**src/rtl/sc_mac_seq.sv**
```systemverilog
// -----------------------------------------------------------------------------
// sc_mac_seq
//
// Sequencer for one stochastic-computing MAC lane. Each accepted operand pair
// is driven onto the MAC's BN_X/BN_Y inputs. The MAC's SNGs/LFSR are then
// cleared for one cycle and the MAC pipeline is flushed. After that, the ones
// in the MAC output stream Q are counted over a full window of STREAM_LEN
// cycles. NTERMS such counts are summed into a binary dot-product result,
// which is offered on a valid/ready output port.
//
// Ports:
//   clk        in   clock
//   rst        in   asynchronous reset, active-high
//   in_valid   in   operand pair valid
//   in_ready   out  sequencer can accept a pair (IDLE only)
//   in_x/in_y  in   BN operands, BW bits each
//   abort      in   synchronous abort of the current dot product
//   mac_x/y    out  operands held stable towards the MAC BN_X/BN_Y
//   mac_clr    out  one-cycle clear pulse for the MAC SNGs/LFSR
//   mac_q      in   MAC stochastic output bit
//   out_valid  out  dot-product result valid
//   out_ready  in   consumer accepts the result
//   out_sum    out  accumulated ones count (ACC_W bits)
//   busy       out  high in every state except IDLE
// -----------------------------------------------------------------------------
module sc_mac_seq #(
  parameter int BW         = 7,
  parameter int STREAM_LEN = 128,
  parameter int PIPE_LAT   = 2,
  parameter int NTERMS     = 4,
  parameter int ACC_W      = 10
) (
  input  logic             clk,
  input  logic             rst,
  input  logic             in_valid,
  output logic             in_ready,
  input  logic [BW-1:0]    in_x,
  input  logic [BW-1:0]    in_y,
  input  logic             abort,
  output logic [BW-1:0]    mac_x,
  output logic [BW-1:0]    mac_y,
  output logic             mac_clr,
  input  logic             mac_q,
  output logic             out_valid,
  input  logic             out_ready,
  output logic [ACC_W-1:0] out_sum,
  output logic             busy
);

  // Ones counter must hold a full window of ones.
  localparam int ONES_W = $clog2(STREAM_LEN + 1);
  // One shared cycle counter serves both the FLUSH and the STREAM phase.
  localparam int CNT_MAX = (STREAM_LEN > PIPE_LAT) ? STREAM_LEN : PIPE_LAT;
  localparam int CNT_W   = $clog2(CNT_MAX + 1);
  localparam int TERM_W  = $clog2(NTERMS + 1);

  localparam logic [CNT_W-1:0]  FLUSH_LAST  = CNT_W'(PIPE_LAT - 1);
  localparam logic [CNT_W-1:0]  STREAM_LAST = CNT_W'(STREAM_LEN - 1);
  localparam logic [TERM_W-1:0] TERM_LAST   = TERM_W'(NTERMS - 1);

  typedef enum logic [2:0] {
    S_IDLE,
    S_LOAD,
    S_FLUSH,
    S_STREAM,
    S_DONE
  } state_t;

  state_t              r_state;
  logic [BW-1:0]       r_mac_x;
  logic [BW-1:0]       r_mac_y;
  logic                r_mac_clr;
  logic                r_in_ready;
  logic                r_out_valid;
  logic [ACC_W-1:0]    r_out_sum;
  logic                r_busy;
  logic [ACC_W-1:0]    r_acc;
  logic [ONES_W-1:0]   r_ones;
  logic [CNT_W-1:0]    r_cnt;
  logic [TERM_W-1:0]   r_term;

  logic [ACC_W-1:0]    w_acc_next;

  // The bit arriving on the last STREAM cycle is not yet in r_ones. It is
  // added here directly, so the window closes on the same edge as the count.
  always_comb begin
    w_acc_next = r_acc + ACC_W'(r_ones) + ACC_W'(mac_q);
  end

  always_ff @(posedge clk or posedge rst) begin
    if (rst) begin
      r_state     <= S_IDLE;
      r_mac_x     <= '0;
      r_mac_y     <= '0;
      r_mac_clr   <= 1'b0;
      r_in_ready  <= 1'b1;
      r_out_valid <= 1'b0;
      r_out_sum   <= '0;
      r_busy      <= 1'b0;
      r_acc       <= '0;
      r_ones      <= '0;
      r_cnt       <= '0;
      r_term      <= '0;
    end else if (abort) begin
      // Abort wins over a same-cycle handshake and discards any partial sum.
      // In IDLE, only the accumulator and the term index change; the other
      // fields already hold these values.
      r_state     <= S_IDLE;
      r_mac_clr   <= 1'b0;
      r_in_ready  <= 1'b1;
      r_out_valid <= 1'b0;
      r_busy      <= 1'b0;
      r_acc       <= '0;
      r_ones      <= '0;
      r_cnt       <= '0;
      r_term      <= '0;
    end else begin
      case (r_state)
        S_IDLE: begin
          if (in_valid) begin
            // Operands stay on the MAC inputs until the next accepted pair.
            r_mac_x    <= in_x;
            r_mac_y    <= in_y;
            r_mac_clr  <= 1'b1;
            r_in_ready <= 1'b0;
            r_busy     <= 1'b1;
            r_state    <= S_LOAD;
          end
        end

        S_LOAD: begin
          r_mac_clr <= 1'b0;
          r_ones    <= '0;
          r_cnt     <= '0;
          r_state   <= (PIPE_LAT == 0) ? S_STREAM : S_FLUSH;
        end

        S_FLUSH: begin
          // Q carries no valid data while the MAC pipeline refills.
          if (r_cnt == FLUSH_LAST) begin
            r_cnt   <= '0;
            r_state <= S_STREAM;
          end else begin
            r_cnt <= r_cnt + CNT_W'(1);
          end
        end

        S_STREAM: begin
          r_ones <= r_ones + ONES_W'(mac_q);
          if (r_cnt == STREAM_LAST) begin
            r_cnt  <= '0;
            r_ones <= '0;
            r_acc  <= w_acc_next;
            r_term <= r_term + TERM_W'(1);
            if (r_term == TERM_LAST) begin
              r_out_valid <= 1'b1;
              r_out_sum   <= w_acc_next;
              r_state     <= S_DONE;
            end else begin
              r_in_ready <= 1'b1;
              r_busy     <= 1'b0;
              r_state    <= S_IDLE;
            end
          end else begin
            r_cnt <= r_cnt + CNT_W'(1);
          end
        end

        S_DONE: begin
          // Result is held until the consumer takes it.
          if (out_ready) begin
            r_out_valid <= 1'b0;
            r_acc       <= '0;
            r_term      <= '0;
            r_in_ready  <= 1'b1;
            r_busy      <= 1'b0;
            r_state     <= S_IDLE;
          end
        end

        default: begin
          r_mac_clr   <= 1'b0;
          r_in_ready  <= 1'b1;
          r_out_valid <= 1'b0;
          r_busy      <= 1'b0;
          r_state     <= S_IDLE;
        end
      endcase
    end
  end

  assign mac_x     = r_mac_x;
  assign mac_y     = r_mac_y;
  assign mac_clr   = r_mac_clr;
  assign in_ready  = r_in_ready;
  assign out_valid = r_out_valid;
  assign out_sum   = r_out_sum;
  assign busy      = r_busy;

endmodule

```
**config.mk**
```make
export PLATFORM = sky130hd
export DESIGN_NAME = sc_mac_seq
export DESIGN_NICKNAME = d
export VERILOG_FILES = /design/src/rtl/sc_mac_seq.sv
export SDC_FILE = /design/constraint.sdc
export NUM_CORES = 1
export LEC_CHECK = 0
export ABC_AREA = 1
export CAP_MARGIN = 10
export CORE_MARGIN = 8
export CORE_UTILIZATION = 40
export DETAILED_ROUTE_END_ITERATION = 10
export PLACE_DENSITY = 0.73
export SLEW_MARGIN = 40
export SYNTH_ARGS = -nofsm -noshare
export SYNTH_HDL_FRONTEND = slang
export SYNTH_SLANG_ARGS = --single-unit
export TNS_END_PERCENT = 1
```
**constraint.sdc**
```tcl
create_clock -name clk -period 2.55 [get_ports clk]
set_input_delay 0.51 -clock clk [delete_from_list [all_inputs] [get_ports clk]]
set_output_delay 0.51 -clock clk [all_outputs]
set_load 0.01 [all_outputs]
```
==> results of run 1 <==
## stage by stage
| stage | power, W | utilization (%) |
|---|---|---|
| 2_1_floorplan | 0.00174 | - |
| 3_3_place_gp | 0.00215 | 48.3 |
| 3_5_place_dp | 0.00217 | 48.3 |
| 4_1_cts | 0.00294 | 50.3 |
| 5_1_grt | 0.00309 | 50.3 |
| 6_report | 0.00289 | 50.3 |
## cells in the final DEF, fill, tap and decap left out, types with 2 or more instances in the layout
cell type and instances:
dfrtp_1 59, clkbuf_8 11, nand3_1 33, nand2_1 157, clkinv_2 2, nand2_2 4, clkbuf_1 2, nor2_1 29
fa_1 2, inv_2 7, or2_2 4, nor3_1 3, nand2_4 4, a31oi_1 2, o22ai_1 2, a21oi_1 11
xor2_1 5, nand3_2 2, nand4_1 6, o21ai_0 10, ha_1 13, xnor2_1 4, inv_4 2, nand3_4 2
inv_1 29, buf_4 4, clkdlybuf4s50_1 47, nor3_2 2
## power by group through the flow
| stage | clock, W | sequential (W) | combinational, W |
|---|---|---|---|
| after floorplan | 0 | 0.00130 | 0.000439 |
| after global placement | 0 | 0.00124 | 0.000912 |
| after detailed placement | 0 | 0.00124 | 0.000923 |
| after CTS | 0.000773 | 0.00124 | 0.000926 |
| after global routing | 0.000813 | 0.00126 | 0.00103 |
| final | 0.000749 | 0.00124 | 0.000907 |
## flip-flops by register name, summed over array words and instances, names as in the netlist, 3 cells and up
name	cells
mac_x	7
out_sum	10
r_term	3
mac_y	7
r_ones	8
r_acc	10
r_state	3
r_cnt	8
## final timing paths
kind	startpoint	depth (start not counted)	slack, ns	to
worst max-delay path	mac_q	11	0.34	r_acc[8]$_DFFE_PP0P_
worst min-delay path	mac_y[3]$_DFFE_PP0P_	2	0.47	mac_y[3]$_DFFE_PP0P_
worst max register to register	r_ones[0]$_DFFE_PP0P_	10	0.69	r_acc[8]$_DFFE_PP0P_
worst min register to register	mac_y[3]$_DFFE_PP0P_	2	0.47	mac_y[3]$_DFFE_PP0P_
max in group asynchronous	rst	3	1.37	r_acc[7]$_DFFE_PP0P_
min in group asynchronous	rst	2	0.54	mac_x[5]$_DFFE_PP0P_
## final cells by class
class / count / area share, %
well taps: 105 / 3.21
multi-input cells: 308 / 39.6
inverters: 38 / 3.61
repair buffers: 52 / 12.7
clock buffers: 13 / 3.88
clock inverters: 2 / 0.244
flip-flops and latches: 60 / 36.7
## critical path: stages
cell and delay [ns]:
clkdlybuf4s50_1 0.55, fa_1 0.25, inv_1 0.07, fa_1 0.39, o21ai_0 0.20, buf_4 0.15, nand2_1 0.06, nand3_1 0.07
nand2_1 0.07, nand2_1 0.06, nand2_1 0.05
## cell families after synthesis
family	after synthesis	synth area share, %
buffers and inverters	44	5.66
DFF	60	45.4
adders and majority gates	15	6.12
xor gates and xnor gates	9	2.38
AOI/OAI and AO/OA	31	5.36
and+or+nand+nor	253	35.1
## layer usage
layer,vias to the layer above,part of all wire (%)
met1,1268,42
met3,14,7.9
met2,66,48
li1,1428,-
met5,-,0
met4,0,1.7
==> run metrics, run 1 <==
result of the run completed; Setup-failing EPs final 0; initial antenna violation count 0; shortest clock period the worst path allows after layout around 2.2 ns; clock insertion delay at the later pin of the skew report 0.33 ns; M2 GR Usage 24.6%; most used standard cell by instance count after synthesis nand2_1; pin count of the biggest net entering global routing 25; worst hold slack after final layout 0.474 ns; number of global-route vias before repair 2970; Post-Syn Area per Cell 8.04 um^2; count of unresolved DRC violations after routing 0; number of distinct library cell variants in the gate-level netlist after synthesis 40; busiest grt layer met2; hold violation total from the final report 0; Clock Sinks 60; Post-CTS Hold Fix Bufs 0; upper clock frequency limit between 400 and 500 MHz; per-cell routed wire length 12.9 um; count of instances resized after the clock tree is built 0; area delta synth->final 23.6%; part of the total power dissipated in sequential elements 42.8%; DIE HEIGHT 107 um; transition time at the pin with the least slew margin 0.554 ns; gr ovfl total 0; Routed Wire Length about 7400 um; Crit path arrival time 2.43 ns; half-perimeter wire length after placement 5650 um; worst min-delay path class register to register; placed cell areas 3930 um^2; main area contributors after synthesis dfrtp_1 45%, nand2_1 18%, nand3_1 5.0%; Die Width 107 um; main flop type after synthesis dfrtp_1; switching share of power 33.4%; combined global-route utilization of all metal layers between 10 and 15%; maximum capacitance violations 0; area of all placed cells without fillers a little over 4000 um^2; layout filler cell count 754; buffer levels on the longest clock path 2; EDFF count, synth 0; total internal power 0.00193 W; peak supply drop 0.491 mV; commonest cells in the synthesized netlist 157 x nand2_1, 59 x dfrtp_1, 33 x nand3_1, 30 x inv_1, 29 x nor2_1; number of warning messages in the yosys log 0; fraction of final layout cells sized beyond drive strength 1 roughly 11%; Worst Path Class, Setup input pin to register; CP endpoint kind register; worst path setup slack after routing 0.341 ns; sequential standard cell area 1500 um^2; post-route fraction of the period consumed by the critical path ~87%; Pre-Repair DR Iteration Count 4; Vias per Instance 4.80; share of flip-flops with an asynchronous set or reset after synthesis between 90% and 100%; power density over the cells 707 nW/um^2; count of buffers from port buffering 47; number of DRC violations after detailed-routing iteration 0 99; remaining antenna violation count after routing 0; Crit path required time roughly 2.8 ns; post-synth top area cell dfrtp_1; core region area approximately 8100 um^2; die footprint 11500 um^2; worst clock skew 0.00697 ns; post-CTS setup buffer count 0; FF+latch count, synth 60; worst slack at placement -0.00651 ns; portion of synthesized cell area occupied by the leading cell type between 40 and 50%; area of the mapped netlist around 3300 um^2; worst-path fanout max 3; total CTS buffers 9; Worst Setup Start Kind input pin; setup tns final 0 ns; routing usage on met1 15.9%; starting density of the core 40.7%; floorplan row count 33; wire length of the first global-routing pass 13600 um; number of instances in the synthesized netlist 412; Post-Syn Nets 447; reported leakage power 2.08 nW; number of cells in the design after placement between 500 and 600; routability congestion estimate 0.909; met3 Track Usage GR under 10%; Slew headroom between 60% and 70%; CTS clock-pin slew for the worst setup and hold paths 0.06 ns; part of the Yosys area used for sequential elements a little under half; number of slew-limit violations in the final report 0; share of total power in the clock network 25.9%; TritonCTS clock tree built; count of non-filler cells in the finished layout 578; Final nets slightly above 500; Via Count ~2800; RSZ-0062 raised after global routing false; Gate power share 31.3%; reported net switching power 0.000968 W; Inserted Diodes 0; clock root buffer master clkbuf_8; number of top-level pins 48; combined area of the multi-input logic cells 1620 um^2; H-tree depth 3
(Power assumes the default switching activity.)
==> run 2, diff against run 1 <==
--- a/config.mk
+++ b/config.mk
@@ -10,7 +10,9 @@
 export CORE_MARGIN = 8
 export CORE_UTILIZATION = 40
 export DETAILED_ROUTE_END_ITERATION = 10
+export HOLD_SLACK_MARGIN = 0.02
 export PLACE_DENSITY = 0.73
+export SETUP_SLACK_MARGIN = 0.5
 export SLEW_MARGIN = 40
 export SYNTH_ARGS = -nofsm -noshare
 export SYNTH_HDL_FRONTEND = slang
==> run metrics, run 2 (synthesis gave the netlist of run 1 again) <==
wire length of the first global-routing pass 13600 um; shortest clock period the worst path allows after layout 1.94 ns; number of top-level pins 48; die footprint roughly 11000 um^2; DIE HEIGHT 107 um; Routed Wire Length around 7400 um; leading cell types in the layout, fill and taps excluded 157 x nand2_1, 59 x dfrtp_1, 46 x clkdlybuf4s50_1; Worst Setup Start Kind register; number of slew-limit violations in the final report 0; reported leakage power 2.08 nW; area of all placed cells without fillers 4100 um^2; half-perimeter wire length after placement 5650 um; number of buffers and inverters on the critical path 1; setup tns final 0 ns; worst-path fanout max 2; Vias per Instance 4.80; transition time at the pin with the least slew margin 0.554 ns; clock insertion delay at the later pin of the skew report 0.33 ns; Via Count 2772; post-CTS setup buffer count 0; Slew headroom 63.0%; crit-path max cell delay roughly 0.55 ns; Die Width around 110 um; CP endpoint kind output pin; upper clock frequency limit 517 MHz; Crit path arrival time 1.43 ns; worst clock skew 0.00653 ns; remaining antenna violation count after routing 0; worst hold slack after final layout ~0.47 ns; initial antenna violation count 0; hold violation total from the final report 0; Pre-Repair DR Iteration Count 4; library cell contributing the largest single delay on the critical path clkdlybuf4s50_1; combined global-route utilization of all metal layers 14.5%; gr ovfl total 0; total CTS buffers 9; clock root buffer master clkbuf_8; Final nets 504; area delta synth->final 23.6%; Worst Path Class, Setup register to output pin; TritonCTS clock tree built; CTS clock-pin slew for the worst setup and hold paths 0.06 ns; buffer levels on the longest clock path 2; floorplan row count 33; Crit path required time roughly 2 ns; cell chain of the critical path clkdlybuf4s50_1; RSZ-0062 raised after global routing false; Inserted Diodes 0; final core area utilization around half; result of the run completed; Clock Sinks 60; worst min-delay path class register to register; peak supply drop 0.491 mV; maximum capacitance violations 0; layout filler cell count 755; per-cell routed wire length 12.9 um; placed cell areas ~3900 um^2; routability congestion estimate 0.909; fraction of final layout cells sized beyond drive strength 1 between 10% and 20%; core region area ~8000 um^2; H-tree depth 3; starting density of the core 40.7%; number of DRC violations after detailed-routing iteration 0 102; power density over the cells about 710 nW/um^2; post-route fraction of the period consumed by the critical path 75.9%; pin count of the biggest net entering global routing 25; most common library cell in the layout ignoring fill and taps nand2_1; count of unresolved DRC violations after routing 0; Setup-failing EPs final 0; count of buffers from port buffering 47; number of global-route vias before repair 2969; family with the most delay on the worst path buffers and inverters
run 2: changes by cell type in the layout (fill, tap and decap cells not counted):
cell             change
clkdlybuf4s50_1      -1
dlygate4sd2_1        +1
fa_1                 -1
fa_2                 +1
o21ai_0              -1
o21ai_1              +1
run 2: power breakdown:
part / internal, W / switching (W) / total, W
combinational: 0.000412 / 0.000495 / 0.000907
sequential: 0.00112 / 0.000121 / 0.00124
clock: 0.000398 / 0.000352 / 0.000750
total: 0.00193 / 0.000968 / 0.00289
run 2: worst paths after layout:
kind / depth (start not counted) / endpoint / from / slack, ns
min in group asynchronous: 2 / mac_x[5]$_DFFE_PP0P_ / rst / 0.54
worst min-delay path: 2 / mac_y[3]$_DFFE_PP0P_ / mac_y[3]$_DFFE_PP0P_ / 0.47
max in group asynchronous: 3 / r_acc[7]$_DFFE_PP0P_ / rst / 1.37
worst max-delay path: 1 / in_ready / in_ready$_DFFE_PP1P_ / 0.61
worst min register to register: 2 / mac_y[3]$_DFFE_PP0P_ / mac_y[3]$_DFFE_PP0P_ / 0.47
worst max register to register: 10 / r_acc[8]$_DFFE_PP0P_ / r_ones[0]$_DFFE_PP0P_ / 0.74
run 2: worst register-to-register path: cells and delay by family (launching register included):
family / cells / cell delay [ns]
adders and majority gates: 2 / 0.64
and+or+nand+nor: 5 / 0.31
DFF: 1 / 0.40
buffers and inverters: 2 / 0.20
AOI/OAI and AO/OA: 1 / 0.16
run 2: area by class of cell:
class / count / area [um^2] / share of cell area, %
Clock buffer: 13 / 159 / 3.88
Clock inverter: 2 / 10.0 / 0.244
Inverter: 38 / 148 / 3.61
Multi-Input combinational cell: 308 / 1630 / 39.7
Sequential cell: 60 / 1500 / 36.7
Tap cell: 105 / 131 / 3.21
Timing Repair Buffer: 52 / 519 / 12.7
run 2: through the flow:
stage,power (W),setup slack [ns],cells
2_1_floorplan,0.00174,0.557,412
3_3_place_gp,0.00215,0.0432,563
3_5_place_dp,0.00217,-0.00651,563
4_1_cts,0.00294,0.591,578
5_1_grt,0.00309,0.521,578
6_report,0.00289,0.615,578
run 2: timing repair:
action / 4_1_cts / 5_1_grt
endpoints found under the setup margin: 7 / 6
resized for setup: 2 / 1
hold buffers: 0 / 0
run 2: layer usage:
layer	routed length (um)	global-route usage, %	up-vias	part of all wire [%]
met1	3150	15.9	1262	42
met3	589	6.54	16	7.9
li1	-	-	1430	-
met5	0	0	-	0
met4	141	4.72	0	1.9
met2	3560	24.6	64	48
==> run 3, diff against run 2 <==
--- a/config.mk
+++ b/config.mk
@@ -11,7 +11,7 @@
 export CORE_UTILIZATION = 40
 export DETAILED_ROUTE_END_ITERATION = 10
 export HOLD_SLACK_MARGIN = 0.02
-export PLACE_DENSITY = 0.73
+export PLACE_DENSITY = 0.75
 export SETUP_SLACK_MARGIN = 0.5
 export SLEW_MARGIN = 40
 export SYNTH_ARGS = -nofsm -noshare
==> constraint.sdc (replaced) <==
create_clock -name clk -period 1.76 [get_ports clk]
set_input_delay 0.352 -clock clk [delete_from_list [all_inputs] [get_ports clk]]
set_output_delay 0.352 -clock clk [all_outputs]
set_load 0.01 [all_outputs]
==> run metrics, run 3 (synthesis gave the netlist of run 1 again) <==
total power draw 0.00468 W; combined global-route utilization of all metal layers 14.5%; Via Count 3018; die footprint between 10000 and 15000 um^2; result of the run completed; count of buffers from port buffering 47; Routed Wire Length 8470 um; number of DRC violations after detailed-routing iteration 0 80; worst-path fanout max 3; Pre-Repair DR Iteration Count 4; CP Capture Point out_sum[6]$_DFFE_PP0P_; count of unresolved DRC violations after routing 0; DIE HEIGHT 107 um; peak supply drop 0.726 mV; clock root buffer master clkbuf_8; Die Width 107 um; hold violation total from the final report 0; Worst Path Class, Setup register to register; worst clock skew roughly 0.0082 ns; Setup-failing EPs final 0; leading cell types in the layout, fill and taps excluded 132 x nand2_1, 55 x dfrtp_1, 29 x clkdlybuf4s50_1; worst min-delay path class input pin to asynchronous set/reset pin; CP endpoint kind register; Crit path required time 1.99 ns; power density over the cells 1000 nW/um^2; starting density of the core 40.7%; r2r startpoint r_acc[0]$_DFFE_PP0P_; Slew headroom 73.7%; RSZ-0062 raised after global routing true; half-perimeter wire length after placement 5930 um; setup tns final 0 ns; buffer levels on the longest clock path 2; setup slack of the most critical reg-to-reg path 0.05 ns; r2r endpoint out_sum[6]$_DFFE_PP0P_; final core area utilization 57.4%; fraction of final layout cells sized beyond drive strength 1 32.9%; gr ovfl total 0; H-tree depth 3; routability congestion estimate 0.839; transition time at the pin with the least slew margin 0.393 ns; worst setup path startpoint r_acc[0]$_DFFE_PP0P_; TritonCTS clock tree built; area delta synth->final 40.9%; wire length of the first global-routing pass between 10000 and 15000 um; number of slew-limit violations in the final report 0; initial antenna violation count 0; logic depth of the worst register-to-register path 11; Inserted Diodes 0; Clock Sinks 60; reported leakage power 2.30 nW; Crit path arrival time a little under 2 ns; clock insertion delay at the later pin of the skew report 0.34 ns; core region area between 8000 and 9000 um^2; Final nets 529; CTS clock-pin slew for the worst setup and hold paths ~0.070 ns; maximum capacitance violations 0; Vias per Instance 5.00; upper clock frequency limit between 500 and 600 MHz; number of global-route vias before repair 3028; post-route fraction of the period consumed by the critical path 97.3%; shortest clock period the worst path allows after layout 1.71 ns; pin count of the biggest net entering global routing 23; per-cell routed wire length ~14 um; most common library cell in the layout ignoring fill and taps nand2_1; Worst Setup Start Kind register; total CTS buffers 9; floorplan row count 33; remaining antenna violation count after routing 0; number of top-level pins 48
## run 3: final cells by class
type	instances	area (um^2)
fillers	676	3470
repair buffers	76	672
repair inverters	1	7.51
multi-input cells	308	1970
inverters	38	179
clock inverters	1	30.0
flip-flops and latches	60	1510
clock buffers	14	173
well taps	105	131
## run 3: what timing repair did
action                     4_1_cts  5_1_grt
setup endpoints to repair       88       88
buffers inserted                 1        2
resized for setup                9      148
pin swaps                        5       57
cloned                           0        1
hold buffers                     0        0
## run 3: worst min path at each step
| stage | end | startpoint | slack (ns) |
|---|---|---|---|
| 3_3_place_gp | in_ready$_DFFE_PP1P_ | in_ready$_DFFE_PP1P_ | 0.45 |
| 5_1_grt | mac_clr$_DFFE_PP0P_ | rst | 0.36 |
| 3_5_place_dp | in_ready$_DFFE_PP1P_ | in_ready$_DFFE_PP1P_ | 0.46 |
| 6_report | mac_clr$_DFFE_PP0P_ | rst | 0.34 |
| 2_1_floorplan | r_term[2]$_DFFE_PP0P_ | r_term[2]$_DFFE_PP0P_ | 0.44 |
| 4_1_cts | mac_clr$_DFFE_PP0P_ | rst | 0.34 |
## run 3: per-layer routing
metal	track usage (%)	vias up	wire, um
li1	-	1481	-
met1	16.4	1457	3430
met2	24.9	72	4440
met3	6.24	8	522
met4	3.22	0	76
met5	0	-	0
## run 3: worst max-delay path, stage by stage (launching register included)
cell and delay [ns]:
dfrtp_1 0.40, fa_2 0.37, inv_2 0.07, fa_2 0.22
o21ai_2 0.07, buf_6 0.13, nand2_2 0.07, nand2_1 0.06
nand2_1 0.06, nand2_1 0.06, nand2_1 0.06, nand2_1 0.05
## run 3: through the flow
stage / setup slack (ns) / instances / cell area [um^2] / hold WS (ns)
after global routing: -0.0482 / 603 / 4670 / 0.358
final: 0.0480 / 603 / 4670 / 0.341
after CTS: 0.0323 / 600 / 4320 / 0.340
after floorplan: 0.0206 / 412 / 3320 / 0.442
after global placement: -0.532 / 584 / 4100 / 0.455
after detailed placement: -0.602 / 584 / 4100 / 0.458
## run 3: report_power, final
part           total (W)  switching (W)  internal [W]
Clock            0.00129       0.000530      0.000764
Combinational    0.00156       0.000880      0.000677
Sequential       0.00183       0.000212       0.00162
